## config.mk

```make
export PLATFORM = sky130hd
export DESIGN_NAME = pc_sequencer
export DESIGN_NICKNAME = d
export VERILOG_FILES = /design/src/rtl/pc_sequencer.sv
export SDC_FILE = /design/constraint.sdc
export NUM_CORES = 1
export LEC_CHECK = 0
export BUFFER_PORTS_ARGS = -buffer_cell sky130_fd_sc_hd__buf_2
export CORE_ASPECT_RATIO = 1.4
export CORE_MARGIN = 2
export CORE_UTILIZATION = 50
export CTS_BUF_LIST = sky130_fd_sc_hd__clkbuf_4 sky130_fd_sc_hd__clkbuf_8 sky130_fd_sc_hd__clkbuf_16
export CTS_CLUSTER_SIZE = 20
export DETAILED_ROUTE_END_ITERATION = 16
export PLACE_DENSITY = 0.74
export SETUP_SLACK_MARGIN = 0.1
export SLEW_MARGIN = 20
export SYNTH_ARGS = -nofsm -noshare
export SYNTH_HDL_FRONTEND = slang
export SYNTH_SLANG_ARGS = --single-unit
```

## constraint.sdc

```tcl
create_clock -name clk -period 2.65 [get_ports clk]
set_input_delay 0 -clock clk [delete_from_list [all_inputs] [get_ports clk]]
set_output_delay 0 -clock clk [all_outputs]
set_load 0.005 [all_outputs]
```

## src/rtl/pc_sequencer.sv

```systemverilog
// Program counter sequencer: FETCH/EXEC/HALT control, return-address stack,
// and the flag register feeding the displacement unit.
module pc_sequencer #(
    parameter logic [15:0] RESET_PC  = 16'h0000,
    parameter int          RAS_DEPTH = 4
) (
    input  logic        clk,
    input  logic        reset,
    input  logic        fetch_ack,
    input  logic        stall,
    input  logic        next_valid,
    input  logic [15:0] next_pc,
    input  logic        call,
    input  logic        ret,
    input  logic        flags_we,
    input  logic [7:0]  flags_in,
    output logic [15:0] pc_out,
    output logic [7:0]  flags_out,
    output logic        fetch_req,
    output logic        ras_empty,
    output logic        ras_full,
    output logic        ras_error
);
    localparam int AW = $clog2(RAS_DEPTH);
    localparam int DW = AW + 1;

    typedef enum logic [1:0] {FETCH, EXEC, HALT} state_t;

    state_t                          state_q, state_d;
    logic [15:0]                     pc_q, pc_d;
    logic [7:0]                      flags_q, flags_d;
    logic [DW-1:0]                   depth_q, depth_d;
    logic                            err_q, err_d;
    logic                            fetch_req_q, fetch_req_d;
    logic [RAS_DEPTH-1:0][15:0]      stack_q, stack_d;
    logic [AW-1:0]                   top_idx;
    logic [AW-1:0]                   push_idx;
    logic                            empty, full;

    assign empty    = (depth_q == '0);
    assign full     = (depth_q == DW'(RAS_DEPTH));
    assign top_idx  = AW'(depth_q - DW'(1));
    assign push_idx = AW'(depth_q);

    always_comb begin
        state_d = state_q;
        pc_d    = pc_q;
        depth_d = depth_q;
        err_d   = err_q;
        stack_d = stack_q;
        flags_d = flags_we ? flags_in : flags_q;
        case (state_q)
            FETCH: if (fetch_ack) state_d = EXEC;
            EXEC: begin
                if (!stall) begin
                    state_d = FETCH;
                    // ret wins over call; a faulting stack op freezes PC and stack
                    if (ret) begin
                        if (empty) begin
                            err_d   = 1'b1;
                            state_d = HALT;
                        end else begin
                            pc_d    = stack_q[top_idx];
                            depth_d = depth_q - DW'(1);
                        end
                    end else if (call) begin
                        if (full) begin
                            err_d   = 1'b1;
                            state_d = HALT;
                        end else begin
                            stack_d[push_idx] = pc_q + 16'd1;
                            depth_d = depth_q + DW'(1);
                            pc_d    = next_pc;
                        end
                    end else if (next_valid) begin
                        pc_d = next_pc;
                    end else begin
                        pc_d = pc_q + 16'd1;
                    end
                end
            end
            default: state_d = HALT;
        endcase
        fetch_req_d = (state_d == FETCH);
    end

    always_ff @(posedge clk) begin
        if (reset) begin
            state_q     <= FETCH;
            pc_q        <= RESET_PC;
            depth_q     <= '0;
            err_q       <= 1'b0;
            flags_q     <= 8'h00;
            fetch_req_q <= 1'b1;
        end else begin
            state_q     <= state_d;
            pc_q        <= pc_d;
            depth_q     <= depth_d;
            err_q       <= err_d;
            flags_q     <= flags_d;
            fetch_req_q <= fetch_req_d;
        end
    end

    // Stack storage carries no reset; only the depth count defines validity.
    always_ff @(posedge clk) begin
        stack_q <= stack_d;
    end

    assign pc_out    = pc_q;
    assign flags_out = flags_q;
    assign fetch_req = fetch_req_q & ~reset;
    assign ras_empty = empty;
    assign ras_full  = full;
    assign ras_error = err_q;
endmodule

```

# Yosys cells after proc, flatten, opt, wreduce, memory -nomap -nowiden
# Cells that the tools add are included.
# word_totals
reg_bits,95
inputBits,32
word_cells,62
# op_classes
n_addsub,3
order_cmp,3
eq_ne,6
muxes,25
n_bitwise,5
n_reduce_logical,10
# ops
op,count
16-bit 2-to-1 mux,7
64-bit bitwise mux,1
16-bit binary-select mux with 2-bit select,1
16-bit demux with 2-bit select,1
"16-bit by 1-bit adder with 16-bit output, second input constant",1
5-bit AND reduction,3
2-bit 2-to-1 mux,6
3-bit 2-to-1 mux,4
"2-bit by 3-bit < comparator with 1-bit output, second input constant",2
2-bit logical NOT,2
1-bit 2-to-1 mux,4
"2-bit != test, second input constant",2
1-bit NOT,4
2-bit case mux with 2 select lines,1
4-bit AND reduction,1
2-bit nonzero test,2
"3-bit by 1-bit adder with 3-bit output, second input constant",1
"3-bit equality test, second input constant",1
3-bit logical NOT,1
"3-bit != test, second input constant",1
"3-bit by 1-bit subtractor with 3-bit output, second input constant",1
"2-bit by 1-bit equality test with 1-bit output, second input constant",1
"2-bit by 1-bit greater-or-equal comparator with 1-bit output, second input constant",1
"2-bit by 1-bit != test with 1-bit output, second input constant",1
2 further kinds,2

# Depth between registers and ports, before layout
# Gate-level depths: netlist of run 1.
# logic_depth
ltp_word,7
ltp_mapped,11
depth_no_buf,7

# Least setup slack after synthesis of run 1
# No wires, ideal clock.
# synth_timing
path_kind,reg2reg
from,register depth_q[0]
to,register pc_q[9] (netlist: pc_out[9])
setup_time_ns,0.133
t_arrival_ns,2.438
required_ns,2.517
slack_ns,0.079
path_stages_with_launch,10
synth_period_minus_slack_ns,2.571
path_cell_list,dfxtp_1 buf_2 buf_4 inv_1 ha_1 buf_2 clkbuf_1 mux4_2 a211oi_1 a211oi_2
# synth_via
elab_chain_cells,5
word_cells_on_any_way,10
# synth_rtl
element,line,text
start: declaration,32,"logic [DW-1:0] depth_q, depth_d;"
start signal: assignment,98,depth_q <= depth_d;
3-bit by 1-bit subtractor with 3-bit output,--,
named net top_idx[0],36,logic [AW-1:0] top_idx;
16-bit binary-select mux with 2-bit select,63,pc_d = stack_q[top_idx];
16-bit 2-to-1 mux (implied by the code),63,
16-bit 2-to-1 mux,59,if (empty) begin
16-bit 2-to-1 mux,58,if (ret) begin
end signal: assignment,97,pc_q <= pc_d;
end: declaration,30,"logic [15:0] pc_q, pc_d;"
# The timed path passes the listed nets, and every way through them passes these cells. The select of a mux whose other input is x is not followed.
# A chain may end at the register's enable or synchronous reset.

# Worst setup path in the final report of run 1
# layout_timing
from,register depth_q[1]
to,register stack_q[25] (netlist bit) (enable)
# layout_via
elab_chain_cells,3
# layout_rtl
element,line,text
3-bit equality test,41,assign full = (depth_q == DW'(RAS_DEPTH));
1-bit NOT (no line),--,
5-bit AND reduction (no line),--,
end signal: assignment,107,stack_q <= stack_d;
end: declaration,35,"logic [RAS_DEPTH-1:0][15:0] stack_q, stack_d;"
# No other way between the ends.

==> results.toml, run 1 <==
[status]
outcome = "finished, final reports clean"

[worst_setup_path]
path_class = "flop to flop"
critical_path.endpoint_type = "flop"
path_cells = "inv_1, ha_1, nand2_1, nand3_1, nor2_1, and2_1"
arrival_ps = 2220
worstRegToRegCells = 6
regToRegStartpoint = "depth_q[1]$_SDFFE_PP0P_"
setup.worst_path.start_class = "flop"
startpoint = "depth_q[1]$_SDFFE_PP0P_"
r2r-end = "stack_q[25]$_DFFE_PP_"
critical-path-slowest-cell = "sky130_fd_sc_hd__and2_1"
endpoint = "stack_q[25]$_DFFE_PP_"
critical_path.max_fanout = 16
slowest_cell_delay_on_critical_path_ps = 770
cp_data_required_time_ps = 2620
regToRegSetupSlack_ps = 400

[logic_synthesis]
synthMuxAreaShare = 0.113
synth-edff-count = 64
synth.top_cells.by_area = "sky130_fd_sc_hd__edfxtp_1 (44%), sky130_fd_sc_hd__dfxtp_1 (14%), sky130_fd_sc_hd__mux4_2 (8.3%)"
synth.yosys.warnings = 0
mappedNetlistNets = 384
netlist_instances = 346
synth_area_leader_cell = "sky130_fd_sc_hd__edfxtp_1"
per_instance_average_area_after_synthesis_um2 = 12.6
synth_area_in_adders = 0.0173
yosysSeqAreaShare = 0.585
yosys_most_used_dff = "sky130_fd_sc_hd__edfxtp_1"
share_of_synthesized_registers_carrying_an_async_set_or_reset = 0
synth_compound_area_frac = 0.0887
mappedNetlistArea_um2 = 4350
ys_ff_latch = 95
synth.lib_cells_used.distinct = 53
netlist.area_leader.share = 0.442
synth_top_family_by_area = "simple AND/OR/NAND/NOR gates"
synth_simple_gate_area_share = 0.129
synth-xor-area-share = 0.0343

[clock_network]
clock_tree.root_cell = "sky130_fd_sc_hd__clkbuf_16"
worst_skew_late_latency_ps = 350
cts_htree_levels = 3
cts_clk_pin_slew_worst_paths_ps = 60
cts_num_sinks = 95
cts.repair_timing.setup_buffer_count = 0
cts_made_buffers = 9
cts_tree = "done"
clock_tree.buffer_depth = 2
postCtsHoldBufs = 9
post_cts_resized = 0

[floorplanning]
die_w_um = 82.8
placement_rows = 40
die_h_um = 114
initial_utilization = 0.511
io_pins = 60
die_area_um2 = 9470
design.core.area_um2 = 8510

[sta]
timing.final.max_slew_violations = 0
fin_crit_ps = 2250
fin_worst_skew_ps = 9.34
timing_hold_violations_final = 0
final_min_period_over_clock_period = 0.851
timing.final.setup_violations = 0
fmax_mhz = 444
setup-tns-final_ps = 0
timing.slew.headroom = 0.379
rsz0062_at_grt = "false"
worst_slew_pin_slew_ps = 931

[global_route]
first_global_vias = 3177
antenna_found_initial = 0
gr-total-overflow = 0
grt_util_all_layers = 0.223
wire_length_of_the_first_global_routing_pass_um = 16100
largest_net_degree_at_the_start_of_global_routing = 36

[drt]
route.final.wire_length_um = 10200
wl_per_cell_um = 19.6
route.vias.total = 3135
first_iter_violations = 248
drtPass1Iterations = 4
drt_drc_violations_left = 0
viasPerCell = 6.04
post_route_ant_nets = 0

[place]
finalWeightedCongestion = 0.864
io_buffers = 59
placed_cells_incl_taps = 494
dp_hpwl_um = 6760

[min_path]
hold_class = "input port to flop"

[power]
totalPowerFinal_mw = 3.22
worst_ir_drop_vdd_uv = 352
p_leak_nw = 1.91
power_per_cell_area_nw_per_um2 = 631

[layout]
fin_util = 0.600
instances_no_fill = 519
n_antenna_cell = 0
synthToLayoutAreaGrowth_pct = 17.4
post_route_cells_drive_above_1_share = 0.246
finish.net_count = 447

[flow_run]
max_cap_violations = 0
==> layer usage <==
layer | up-vias | part of all wire | global-route usage
met5 | - | 0 | 0
met4 | 0 | 0.028 | 0.123
met3 | 22 | 0.066 | 0.0346
met2 | 153 | 0.52 | 0.377
met1 | 1531 | 0.39 | 0.275
li1 | 1429 | - | -
==> cell type report <==
cell class                 instances  area (um2)
timing repair buffer              74         430
inverter                           7        26.3
fill                             691        3400
tap                              105         131
clock inverter                     6        63.8
clock buffer                      10         250
sequential                        95        2540
multi-input combinational        222        1660
==> registers in the layout, indices dropped and copies added (netlist names) <==
| name | flops |
|---|---|
| depth_q | 3 |
| ras_error | 1 |
| stack_q | 64 |
| flags_out | 8 |
| pc_out | 16 |
| fetch_req_q | 1 |
| state_q | 2 |
==> worst min path at each step <==
stage | startpoint | end | slack (ps) | depth (start not counted)
floorplan | flags_in[0] | flags_out[0]$_SDFFE_PP0P_ | 150 | 2
global placement | flags_in[1] | flags_out[1]$_SDFFE_PP0P_ | 230 | 3
detailed placement | flags_in[4] | flags_out[4]$_SDFFE_PP0P_ | 250 | 3
CTS | stall | state_q[0]$_SDFF_PP0_ | 10 | 3
global route | next_pc[13] | pc_out[13]$_SDFFE_PP0P_ | 60 | 5
finish | stall | state_q[0]$_SDFF_PP0_ | 20 | 3
==> power by group <==
part | internal (mW) | switching, mW
Combinational | 0.106 | 0.129
Sequential | 1.60 | 0.0305
Clock | 0.791 | 0.565
Total | 2.50 | 0.725
==> worst max-delay path, delay by kind of cell (launching register included) <==
kind                       cells  cell delay, ps
adders and majority gates      1             240
buffers and inverters          1              90
DFF                            1             370
and+or+nand+nor                4            1170
==> layout by cell type, fill, tap and decap left out, types with 11 or more instances in the layout <==
cell,netlist,final
sky130_fd_sc_hd__mux4_2,16,16
sky130_fd_sc_hd__edfxtp_1,64,64
sky130_fd_sc_hd__a21oi_1,15,15
sky130_fd_sc_hd__mux2i_1,13,13
sky130_fd_sc_hd__nor2_1,41,41
sky130_fd_sc_hd__nand2_1,21,21
sky130_fd_sc_hd__o21ai_0,11,11
sky130_fd_sc_hd__dfxtp_1,31,31
sky130_fd_sc_hd__buf_2,5,59
sky130_fd_sc_hd__nor3_1,13,13
==> cell families (layout without fill, tap and decap cells) <==
family          after synthesis  count (layout)
buf+inv                      29              97
xor+xnor                     17              17
fa+ha+maj                     6               6
flops                        95              95
compound gates               57              57
mux                          29              29
simple gates                113             113
==> cell usage after synthesis (all sizes together) (2+ instances only) <==
cell,number
clkbuf,11
o21ai,12
edfxtp,64
o311a,2
mux2i,13
a21oi,15
buf,11
nand4,5
o32ai,2
xnor2,10
ha,6
nand2b,2
o311ai,2
inv,6
nor2,42
nor2b,2
or2,3
xor2,7
o211ai,2
nor3,13
mux4,16
o2bb2ai,4
nand3,10
nand2,21
a31oi,3
or3,2
and2,4
a211oi,7
a311oi,2
dfxtp,31
==> stage by stage <==
stage | setup slack [ps] | instance area [um2] | hold slack [ps]
detailed placement | 342 | 4700 | 250
CTS | 336 | 5100 | 9.75
global placement | 468 | 4700 | 233
global route | 229 | 5100 | 57.4
finish | 395 | 5100 | 19.5
floorplan | 237 | 4350 | 148
Note: power is estimated with default switching activity, not from simulation.
==> run 2: changes to the inputs <==
==> constraint.sdc (replaced) <==
create_clock -name clk -period 2.65 [get_ports clk]
set_input_delay 0.53 -clock clk [delete_from_list [all_inputs] [get_ports clk]]
set_output_delay 0.53 -clock clk [all_outputs]
set_load 0.005 [all_outputs]
==> run 2 against run 1 <==
  * Fmax up 4.8%
  * Clock skew down 1.5 ps
  * Via count down 2.2%
  * Global-route usage down 0.34 points
  * First-iteration DRC count up 3.6%
  * Final cell count down 0.39%
  * Combinational power down 3%
  * Clock power about the same
  * Sequential share of layout area up 0.36 points
  * Design area down 0.71%
  * Critical endpoint is now pc_out[9]$_SDFFE_PP0P_
  * Largest cell class unchanged
==> results.toml, run 2 (synthesized netlist as in run 1, its figures left out) <==
[drt]
route.final.wire_length_um = 9820
route.vias.total = 3066
wl_per_cell_um = 19.0
drtPass1Iterations = 6
drt_drc_violations_left = 0
viasPerCell = 5.93
first_iter_violations = 257
post_route_ant_nets = 0

[clock_network]
cts.repair_timing.setup_buffer_count = 0
cts_num_sinks = 95
postCtsHoldBufs = 0
post_cts_resized = 0
cts_made_buffers = 9
cts_htree_levels = 3
cts_tree = "done"
worst_skew_late_latency_ps = 340
clock_tree.root_cell = "sky130_fd_sc_hd__clkbuf_16"
cts_clk_pin_slew_worst_paths_ps = 60
clock_tree.buffer_depth = 2

[min_path]
hp-start = "flags_in[1]"
hold_path_depth = 3
hold_class = "input port to flop"
holdPathEnd = "flags_out[1]$_SDFFE_PP0P_"

[global_route]
largest_net_degree_at_the_start_of_global_routing = 28
grt_util_all_layers = 0.220
first_global_vias = 3092
wire_length_of_the_first_global_routing_pass_um = 15900
gr-total-overflow = 0
antenna_found_initial = 0

[sta]
timing.slew.headroom = 0.566
timing.final.max_slew_violations = 0
fmax_mhz = 465
timing_hold_violations_final = 0
finalHoldWorstSlack_ps = 424
timing.final.setup_violations = 0
fin_worst_skew_ps = 7.79
rsz0062_at_grt = "false"
fin_crit_ps = 2150
setup-tns-final_ps = 0
final_min_period_over_clock_period = 0.812
worst_slew_pin_slew_ps = 648

[floorplanning]
design.core.area_um2 = 8510
initial_utilization = 0.511
die_area_um2 = 9470
die_w_um = 82.8
placement_rows = 40
io_pins = 60
die_h_um = 114

[power]
totalPowerFinal_mw = 3.19
p_leak_nw = 1.91
power_per_cell_area_nw_per_um2 = 629
worst_ir_drop_vdd_uv = 447

[layout]
n_antenna_cell = 0
post_route_cells_drive_above_1_share = 0.265
largest_reg_flops = 64
highest_count_cells_in_the_layout_ignoring_fill_and_taps = "sky130_fd_sc_hd__edfxtp_1 (64), sky130_fd_sc_hd__buf_2 (59), sky130_fd_sc_hd__nor2_1 (41), sky130_fd_sc_hd__dfxtp_1 (31), sky130_fd_sc_hd__nand2_1 (21)"
finish.net_count = 445
layout.cells.most_common = "sky130_fd_sc_hd__edfxtp_1"
synthToLayoutAreaGrowth_pct = 16.6
top_register = "stack_q"
fin_util = 0.596

[worst_setup_path]
startpoint = "depth_q[1]$_SDFFE_PP0P_"
r2r-end = "pc_out[9]$_SDFFE_PP0P_"
path_class = "flop to flop"
setup.worst_path.start_class = "flop"
regToRegStartpoint = "depth_q[1]$_SDFFE_PP0P_"
critical_path.endpoint_type = "flop"
regToRegSetupSlack_ps = 500
arrival_ps = 2360
cp_data_required_time_ps = 2860
worstRegToRegCells = 5
critical_path.max_fanout = 11

[place]
io_buffers = 59
finalWeightedCongestion = 0.871
dp_hpwl_um = 6820

[flow_run]
max_cap_violations = 0

[status]
outcome = "finished, final reports clean"
run 2: cell types whose count changed in the layout (fill, tap and decap cells not counted):
cell / previous run / this run
sky130_fd_sc_hd__dlygate4sd3_1: 9 / 0
sky130_fd_sc_hd__clkinv_2: 2 / 1
sky130_fd_sc_hd__buf_4: 6 / 13
sky130_fd_sc_hd__clkinv_4: 1 / 2
sky130_fd_sc_hd__inv_4: 1 / 2
sky130_fd_sc_hd__inv_6: 1 / 0
run 2: where the power goes:
group / total (mW) / internal [mW] / switching, mW
Combinational: 0.228 / 0.101 / 0.128
Clock: 1.33 / 0.791 / 0.541
Sequential: 1.63 / 1.60 / 0.0280
Total: 3.19 / 2.49 / 0.696
run 2: worst max-delay path by stage:
stage,to,slack [ps]
floorplan,pc_out[9]$_SDFFE_PP0P_,240
global placement,pc_out[13]$_SDFFE_PP0P_,430
detailed placement,pc_out[13]$_SDFFE_PP0P_,390
CTS,pc_out[9]$_SDFFE_PP0P_,490
global route,pc_out[1]$_SDFFE_PP0P_,320
finish,pc_out[9]$_SDFFE_PP0P_,500
run 2: routing by layer:
metal | up-vias | part of all wire | GRT usage
li1 | 1425 | - | -
met1 | 1504 | 0.40 | 0.254
met2 | 115 | 0.52 | 0.382
met3 | 22 | 0.049 | 0.0512
met4 | 0 | 0.039 | 0.110
met5 | - | 0 | 0
run 2: stage by stage:
step	worst slack [ps]	instances	area, um2
floorplan	237	346	4350
global placement	433	501	4750
detailed placement	388	501	4750
CTS	492	517	5070
global route	317	517	5070
finish	498	517	5070
run 2: layout make-up:
type                       count  area [um2]
sequential                    95        2540
multi-input combinational    222        1660
timing repair buffer          72         393
fill                         701        3440
tap                          105         131
clock inverter                 6        65.1
inverter                       7        26.3
clock buffer                  10         250
run 2: critical path: stages (launching register included):
cell	delay, ps
sky130_fd_sc_hd__dfxtp_1	380
sky130_fd_sc_hd__inv_1	100
sky130_fd_sc_hd__ha_1	680
sky130_fd_sc_hd__mux4_2	430
sky130_fd_sc_hd__a211oi_1	320
sky130_fd_sc_hd__a211oi_2	110
